### src/rtl/compfir_pkg.sv
// Shared types and arithmetic helpers for the compensation FIR and sibling DSP blocks.
package compfir_pkg;

   typedef enum logic [1:0] {ST_IDLE, ST_MAC, ST_SAT, ST_OUT} state_e;

   localparam int WIDE_W = 128;
   typedef logic signed [WIDE_W-1:0] wide_t;

   function automatic int acc_width(input int w, input int cw, input int taps);
      return w + cw + $clog2(taps);
   endfunction

   function automatic int chan_width(input int nch);
      return (nch > 1) ? $clog2(nch) : 1;
   endfunction

   // Round half up, drop frac_bits, clamp to the out_w-bit signed range.
   function automatic wide_t round_sat(input wide_t acc, input int frac_bits, input int out_w);
      wide_t one, v, hi, lo;
      one = wide_t'(1);
      v   = acc;
      if (frac_bits > 0) v = v + (one <<< (frac_bits - 1));
      v  = v >>> frac_bits;
      hi = (one <<< (out_w - 1)) - one;
      lo = -(one <<< (out_w - 1));
      if (v > hi) v = hi;
      else if (v < lo) v = lo;
      return v;
   endfunction

endpackage

### src/rtl/compfir_hist_ram.sv
// Per-channel circular sample history; tap k reads the k-th most recent sample of a channel.
module compfir_hist_ram
   import compfir_pkg::*;
#(
   parameter int WIDTH = 32,
   parameter int TAPS  = 16,
   parameter int NCH   = 2,
   localparam int CW   = chan_width(NCH),
   localparam int TW   = $clog2(TAPS)
) (
   input  logic                    clk,
   input  logic                    rst,
   input  logic                    we,
   input  logic [CW-1:0]           wr_chan,
   input  logic signed [WIDTH-1:0] wr_data,
   input  logic [CW-1:0]           rd_chan,
   input  logic [TW-1:0]           rd_tap,
   output logic signed [WIDTH-1:0] rd_data
);

   localparam int DEPTH = NCH * TAPS;
   localparam int AIW   = (DEPTH > 1) ? $clog2(DEPTH) : 1;
   localparam int NPTR  = 2 ** CW;

   logic signed [WIDTH-1:0] mem_q [DEPTH];
   logic signed [WIDTH-1:0] mem_d [DEPTH];
   logic [TW-1:0]           wptr_q [NPTR];
   logic [TW-1:0]           wptr_d [NPTR];
   logic [AIW-1:0]          wr_idx;
   logic [AIW-1:0]          rd_idx;
   int                      rd_slot;

   // wptr points at the slot the next sample of that channel will occupy
   always_comb begin
      mem_d  = mem_q;
      wptr_d = wptr_q;
      wr_idx = AIW'(int'(wr_chan) * TAPS + int'(wptr_q[wr_chan]));
      if (we) begin
         mem_d[wr_idx]   = wr_data;
         wptr_d[wr_chan] = (wptr_q[wr_chan] == TW'(TAPS - 1)) ? '0 : wptr_q[wr_chan] + TW'(1);
      end
   end

   always_comb begin
      rd_slot = int'(wptr_q[rd_chan]) - 1 - int'(rd_tap);
      if (rd_slot < 0) rd_slot = rd_slot + TAPS;
      rd_idx  = AIW'(int'(rd_chan) * TAPS + rd_slot);
      rd_data = mem_q[rd_idx];
   end

   always_ff @(posedge clk) begin
      if (rst) begin
         for (int i = 0; i < DEPTH; i++) mem_q[i] <= '0;
         for (int i = 0; i < NPTR; i++) wptr_q[i] <= '0;
      end else begin
         mem_q  <= mem_d;
         wptr_q <= wptr_d;
      end
   end

endmodule

### src/rtl/compensation_fir_mc.sv
// Multi-channel decimating CIC droop-compensation FIR built around one time-shared MAC.
module compensation_fir_mc
   import compfir_pkg::*;
#(
   parameter int WIDTH       = 32,
   parameter int COEFF_WIDTH = 16,
   parameter int TAPS        = 16,
   parameter int NCH         = 2,
   parameter int DECIM       = 8,
   parameter int FRAC_BITS   = COEFF_WIDTH - 2,
   localparam int CW         = chan_width(NCH),
   localparam int TW         = $clog2(TAPS)
) (
   input  logic                          clk,
   input  logic                          rst,
   input  logic signed [WIDTH-1:0]       in_data,
   input  logic [CW-1:0]                 in_chan,
   input  logic                          in_valid,
   output logic                          in_ready,
   input  logic                          coeff_we,
   input  logic [TW-1:0]                 coeff_addr,
   input  logic signed [COEFF_WIDTH-1:0] coeff_data,
   output logic                          coeff_ready,
   output logic signed [WIDTH-1:0]       out_data,
   output logic [CW-1:0]                 out_chan,
   output logic                          out_valid,
   input  logic                          out_ready,
   output logic                          chan_err
);

   localparam int AW   = acc_width(WIDTH, COEFF_WIDTH, TAPS);
   localparam int PW   = (DECIM > 1) ? $clog2(DECIM) : 1;
   localparam int NPH  = 2 ** CW;
   localparam int PRW  = WIDTH + COEFF_WIDTH;
   localparam logic signed [COEFF_WIDTH-1:0] COEFF_ONE = COEFF_WIDTH'(1 << FRAC_BITS);

   function automatic logic signed [WIDTH-1:0] sat_out(input logic signed [AW-1:0] a);
      return WIDTH'(round_sat(wide_t'(a), FRAC_BITS, WIDTH));
   endfunction

   state_e                        state_q, state_d;
   logic [TW-1:0]                 tap_q, tap_d;
   logic [CW-1:0]                 chan_q, chan_d;
   logic signed [AW-1:0]          acc_q, acc_d;
   logic signed [COEFF_WIDTH-1:0] coeff_q [TAPS];
   logic signed [COEFF_WIDTH-1:0] coeff_d [TAPS];
   logic [PW-1:0]                 ph_q [NPH];
   logic [PW-1:0]                 ph_d [NPH];
   logic                          in_ready_q, in_ready_d;
   logic                          coeff_ready_q, coeff_ready_d;
   logic                          out_valid_q, out_valid_d;
   logic signed [WIDTH-1:0]       out_data_q, out_data_d;
   logic [CW-1:0]                 out_chan_q, out_chan_d;
   logic                          chan_err_q, chan_err_d;

   logic                          accept, chan_ok, push, trig;
   logic signed [WIDTH-1:0]       hist_rd;
   logic signed [PRW-1:0]         prod;

   assign accept  = in_valid & in_ready_q;
   assign chan_ok = (int'(in_chan) < NCH);
   assign push    = accept & chan_ok;
   assign trig    = push & (ph_q[in_chan] == PW'(DECIM - 1));
   assign prod    = hist_rd * coeff_q[tap_q];

   compfir_hist_ram #(
      .WIDTH (WIDTH),
      .TAPS  (TAPS),
      .NCH   (NCH)
   ) u_hist (
      .clk     (clk),
      .rst     (rst),
      .we      (push),
      .wr_chan (in_chan),
      .wr_data (in_data),
      .rd_chan (chan_q),
      .rd_tap  (tap_q),
      .rd_data (hist_rd)
   );

   always_comb begin
      state_d     = state_q;
      tap_d       = tap_q;
      chan_d      = chan_q;
      acc_d       = acc_q;
      coeff_d     = coeff_q;
      ph_d        = ph_q;
      out_valid_d = out_valid_q;
      out_data_d  = out_data_q;
      out_chan_d  = out_chan_q;
      chan_err_d  = accept & ~chan_ok;

      if (coeff_we && coeff_ready_q) coeff_d[coeff_addr] = coeff_data;
      if (push) ph_d[in_chan] = trig ? '0 : ph_q[in_chan] + PW'(1);

      case (state_q)
         ST_IDLE: begin
            if (trig) begin
               state_d = ST_MAC;
               chan_d  = in_chan;
               tap_d   = '0;
               acc_d   = '0;
            end
         end
         ST_MAC: begin
            acc_d = acc_q + AW'(prod);
            if (tap_q == TW'(TAPS - 1)) state_d = ST_SAT;
            else tap_d = tap_q + TW'(1);
         end
         ST_SAT: begin
            out_data_d  = sat_out(acc_q);
            out_chan_d  = chan_q;
            out_valid_d = 1'b1;
            state_d     = ST_OUT;
         end
         ST_OUT: begin
            if (out_ready) begin
               out_valid_d = 1'b0;
               state_d     = ST_IDLE;
            end
         end
         default: state_d = ST_IDLE;
      endcase

      in_ready_d    = (state_d == ST_IDLE);
      coeff_ready_d = (state_d == ST_IDLE);
   end

   always_ff @(posedge clk) begin
      if (rst) begin
         state_q       <= ST_IDLE;
         tap_q         <= '0;
         chan_q        <= '0;
         acc_q         <= '0;
         for (int i = 0; i < TAPS; i++) coeff_q[i] <= (i == 0) ? COEFF_ONE : '0;
         for (int i = 0; i < NPH; i++) ph_q[i] <= '0;
         in_ready_q    <= 1'b1;
         coeff_ready_q <= 1'b1;
         out_valid_q   <= 1'b0;
         out_data_q    <= '0;
         out_chan_q    <= '0;
         chan_err_q    <= 1'b0;
      end else begin
         state_q       <= state_d;
         tap_q         <= tap_d;
         chan_q        <= chan_d;
         acc_q         <= acc_d;
         coeff_q       <= coeff_d;
         ph_q          <= ph_d;
         in_ready_q    <= in_ready_d;
         coeff_ready_q <= coeff_ready_d;
         out_valid_q   <= out_valid_d;
         out_data_q    <= out_data_d;
         out_chan_q    <= out_chan_d;
         chan_err_q    <= chan_err_d;
      end
   end

   assign in_ready    = in_ready_q;
   assign coeff_ready = coeff_ready_q;
   assign out_valid   = out_valid_q;
   assign out_data    = out_data_q;
   assign out_chan    = out_chan_q;
   assign chan_err    = chan_err_q;

endmodule

### config.mk
export PLATFORM = sky130hd
export DESIGN_NAME = compensation_fir_mc
export DESIGN_NICKNAME = d
export VERILOG_FILES = /design/src/rtl/compfir_pkg.sv /design/src/rtl/compfir_hist_ram.sv /design/src/rtl/compensation_fir_mc.sv
export SDC_FILE = /design/constraint.sdc
export NUM_CORES = 2
export LEC_CHECK = 0
export BUFFER_PORTS_ARGS = -buffer_cell sky130_fd_sc_hd__buf_2
export CAP_MARGIN = 20
export CORE_ASPECT_RATIO = 1.25
export CORE_UTILIZATION = 45
export CTS_CLUSTER_SIZE = 8
export DETAILED_ROUTE_END_ITERATION = 12
export SLEW_MARGIN = 10
export SYNTH_ARGS = -nofsm -noshare
export SYNTH_HDL_FRONTEND = slang
export SYNTH_SLANG_ARGS = --single-unit
### constraint.sdc
create_clock -name clk -period 10.9 [get_ports clk]
set_clock_uncertainty 0.05 [all_clocks]
set_input_delay 0.545 -clock clk [delete_from_list [all_inputs] [get_ports clk]]
set_output_delay 0.545 -clock clk [all_outputs]
set_load 0.01 [all_outputs]
==> metrics <==
status=finished, final reports clean; R2R Setup Slk=0.45 ns; root buf cell=clkbuf_16; vias in the first global route=64955; Max Used Layer=met5; Filler Cell Count=16211; register area=0.02779 sq mm; R2R depth=36; RSZ-0062 raised after global routing=no; Iter 0 DRT Violations=5761; Slew HR=0.2185; CP dominant cell by count=fa_1; critical path peak fanout=44; first-pass GRT wire length=385.9 mm; H-tree Lvls=4; Int Power=8.485 mW; Avg Vias per Cell=5.689; Critical Path Max Stage Delay=0.55 ns; Worst-Margin Slew=1.168 ns; WP depth=36; clock buffer depth=3; CP Launch Type=register; Mapped Area=0.07937 sq mm; Reg-to-Reg Start=chan_q$_SDFFE_PP0P_; critical-path cell with the highest stage delay=fa_1; I/O Pins=95; Avg Inst Size Synth=8.658 sq um; CTS sink cnt=1388; max frequency=95.66 MHz; syn_nets=9932; r2r endpoint=acc_q[51]$_SDFFE_PP0P_; initial antenna violation count=9; post-synth cell types=78; top_reg_cell synth=dfxtp_1; Worst-path clk slew=0.05 ns; Post-Route M1 WL=98.96 mm; Worst-Skew Late Latency=0.87 ns; Die Y=471.6 um; CP Capture Type=register; die footprint=0.1781 sq mm; Slew Limit Fails=0; WL final=250.3 mm; final setup vio count=0; FF+latch count, synth=1388; footprint of the multi-input gates=0.04670 sq mm; setup_tns=0 ns; CP top delay family=adder cells; Port Buffers=93; Pleak=32.51 nW; Hold Path Class=in2reg; WP buf/inv=5; Routability Congestion=0.8739; WL met2=122.3 mm; Hold Fails Final Rpt=0; Total Routing Usage GR=0.2814; TritonCTS clock tree=done; power per cell area=129.4 mW/mm^2; Setup CP Type=reg2reg; max-cap violations=0; WP data required=11.57 ns; crit share post-route=0.9590; core footprint=0.1744 sq mm; fraction of layout cells with a size suffix above 1=0.1145; ys async rst share=0; First-pass DRT Iterations=5; WL met3=17.83 mm; Nets=9679; hpwl dp=156.4 mm; Die Width=377.6 um; Reg power frac=0.456; warnings from Yosys=0; CP startpoint=chan_q$_SDFFE_PP0P_; total number of vias=64139; largest net degree at the start of global routing=224; antenna-violating nets left=0; Worst EP arrival=11.13 ns; gr ovfl total=0; Post-synth EDFFs=0; Switch Pwr=2.797 mW; wire length per cell=22.20 um; Clk pwr share=0.481; Initial Util=0.4552; CTS Buf Count=192; Worst Setup EP=acc_q[51]$_SDFFE_PP0P_; Layout area overhead=9.857%; fin crit period=10.45 ns; Mapped Cells=9167; DRC Markers=0; Seq/Total Area, Yosys=0.3501; peak supply drop=0.0001346 V; Pwr Total=11.28 mW; Gate power share=0.063; Rows=171; switching fraction of total power=0.2479
==> metal layers <==
layer | vias up | GRT usage
li1 | 29102 | -
met1 | 31884 | 0.3521
met2 | 2466 | 0.4772
met3 | 675 | 0.04594
met4 | 12 | 0.1209
met5 | - | 0
==> cells in the mapped netlist, types with 7 or more instances <==
library cell / instances / area share
a211oi_1: 34 / 0.0032
a21o_1: 36 / 0.0034
a21oi_1: 1366 / 0.086
a22oi_1: 12 / 0.0011
a31oi_1: 8 / 0.00063
and2_1: 15 / 0.0012
and3_1: 25 / 0.0020
buf_1: 20 / 0.00095
buf_2: 67 / 0.0042
buf_4: 12 / 0.0011
buf_6: 14 / 0.0020
clkbuf_1: 619 / 0.029
dfxtp_1: 1388 / 0.35
fa_1: 555 / 0.14
ha_1: 152 / 0.024
inv_1: 616 / 0.029
mux2i_1: 8 / 0.0010
mux2i_2: 8 / 0.0014
mux2i_4: 22 / 0.0062
mux4_2: 388 / 0.11
nand2_1: 2775 / 0.13
nand2b_1: 183 / 0.014
nand3_1: 63 / 0.0040
nand4_1: 19 / 0.0015
nor2_1: 425 / 0.020
nor2b_1: 57 / 0.0045
nor3_1: 21 / 0.0013
o211ai_1: 7 / 0.00066
o21ai_0: 42 / 0.0026
o21ai_1: 9 / 0.00057
or2_1: 12 / 0.00095
or3_1: 11 / 0.00087
xnor2_1: 56 / 0.0062
xor2_1: 31 / 0.0034
==> placed cells by master (no fill, tap or decap), types with 7 or more instances in the layout <==
cell / count
buf_2: 92
clkbuf_16: 193
and3_1: 25
a31oi_1: 8
a211oi_1: 34
clkinv_16: 10
nand2b_1: 183
mux4_2: 388
o211ai_1: 7
o21ai_2: 11
nand4_1: 19
buf_12: 19
nor2_4: 32
a21o_1: 36
and2_1: 15
a22oi_1: 12
a21oi_1: 1366
xor2_1: 31
mux2i_4: 23
dfxtp_1: 1386
o21ai_0: 40
buf_4: 171
nor2b_1: 55
or3_1: 11
nor3_1: 17
nand3_1: 63
nand2_1: 2754
nor2_1: 391
or2_1: 12
fa_1: 554
xnor2_1: 55
inv_1: 616
mux2i_1: 8
mux2i_2: 7
nand2_2: 21
ha_1: 151
==> per-stage QoR <==
| step | hold slack, ns | utilization | instances | setup slack (ns) | cell area (sq um) |
|---|---|---|---|---|---|
| after floorplan | 0.3829 | - | 9167 | 0.8451 | 79370 |
| after global placement | 0.3872 | 0.4689 | 11046 | 0.4881 | 81760 |
| after detailed placement | 0.3931 | 0.4691 | 11049 | 0.4035 | 81800 |
| after CTS | 0.001778 | 0.4993 | 11264 | 0.4142 | 87070 |
| after global routing | 0.04312 | 0.5000 | 11270 | 0.004244 | 87180 |
| final | 0.04084 | 0.5000 | 11274 | 0.4467 | 87190 |
==> cells by family (layout without fill, tap and decap cells) <==
kind of cell / count (synthesis) / count (layout) / share of synthesized area
simple gates: 3639 / 3639 / 0.1854
compound gates: 1560 / 1560 / 0.1037
flops: 1388 / 1388 / 0.3501
buf+inv: 1350 / 1117 / 0.06681
fa+ha+maj: 707 / 707 / 0.1639
mux: 432 / 432 / 0.1196
xor+xnor: 90 / 90 / 0.01044
other cells: 1 / 6 / 0.00004725
==> power by group through the flow <==
| stage | logic, mW | registers, mW | clock network [mW] |
|---|---|---|---|
| floorplan | 0.495 | 5.23 | 0 |
| global placement | 0.698 | 5.24 | 0 |
| detailed placement | 0.705 | 5.24 | 0 |
| CTS | 0.707 | 5.14 | 5.51 |
| global route | 0.752 | 5.14 | 5.72 |
| finish | 0.713 | 5.14 | 5.43 |
==> registers in the layout (all words and copies together), names as in the netlist <==
register,count
out_data,32
coeff_ready,1
out_chan,1
u_hist.mem_q,1024
state_q,2
chan_q,1
tap_q,4
coeff_q,256
out_valid,1
u_hist.wptr_q,8
acc_q,52
ph_q,6
==> worst min-delay path by stage <==
stage,from,endpoint,cells past startpoint
after floorplan,ph_q[1]$_SDFFE_PP0P_,ph_q[1]$_SDFFE_PP0P_,2
after global placement,u_hist.mem_q[898]$_SDFFE_PP0P_,u_hist.mem_q[898]$_SDFFE_PP0P_,2
after detailed placement,u_hist.mem_q[545]$_SDFFE_PP0P_,u_hist.mem_q[545]$_SDFFE_PP0P_,2
after CTS,coeff_data[7],coeff_q[71]$_SDFFE_PP0P_,3
after global routing,coeff_data[7],coeff_q[71]$_SDFFE_PP0P_,3
final,coeff_data[7],coeff_q[71]$_SDFFE_PP0P_,3
==> repair_timing <==
action | CTS | global route
hold buffers | 1 | 0
gates resized for setup | 0 | 3
endpoints found under the hold margin | 1 | 0
setup buffers | 0 | 4
setup endpoints to repair | 0 | 2
==> worst register-to-register path: cells and delay by family (launching register included) <==
| kind | cells | cell delay, ns |
|---|---|---|
| mux | 4 | 1.55 |
| fa+ha+maj | 8 | 3.75 |
| xor+xnor | 3 | 0.50 |
| compound gates | 10 | 2.27 |
| simple gates | 6 | 0.99 |
| buf+inv | 5 | 0.85 |
| flops | 1 | 0.38 |
==> cell type report <==
class                   instances  area share
well taps                    2335     0.03351
multi-input cells            6429      0.5356
inverters                     617     0.02656
diodes                          5   0.0001435
clock buffers                 199     0.05588
repair buffers                286     0.02514
flip-flops and latches       1388      0.3187
clock inverters                15    0.004405
(Power assumes the default switching activity.)
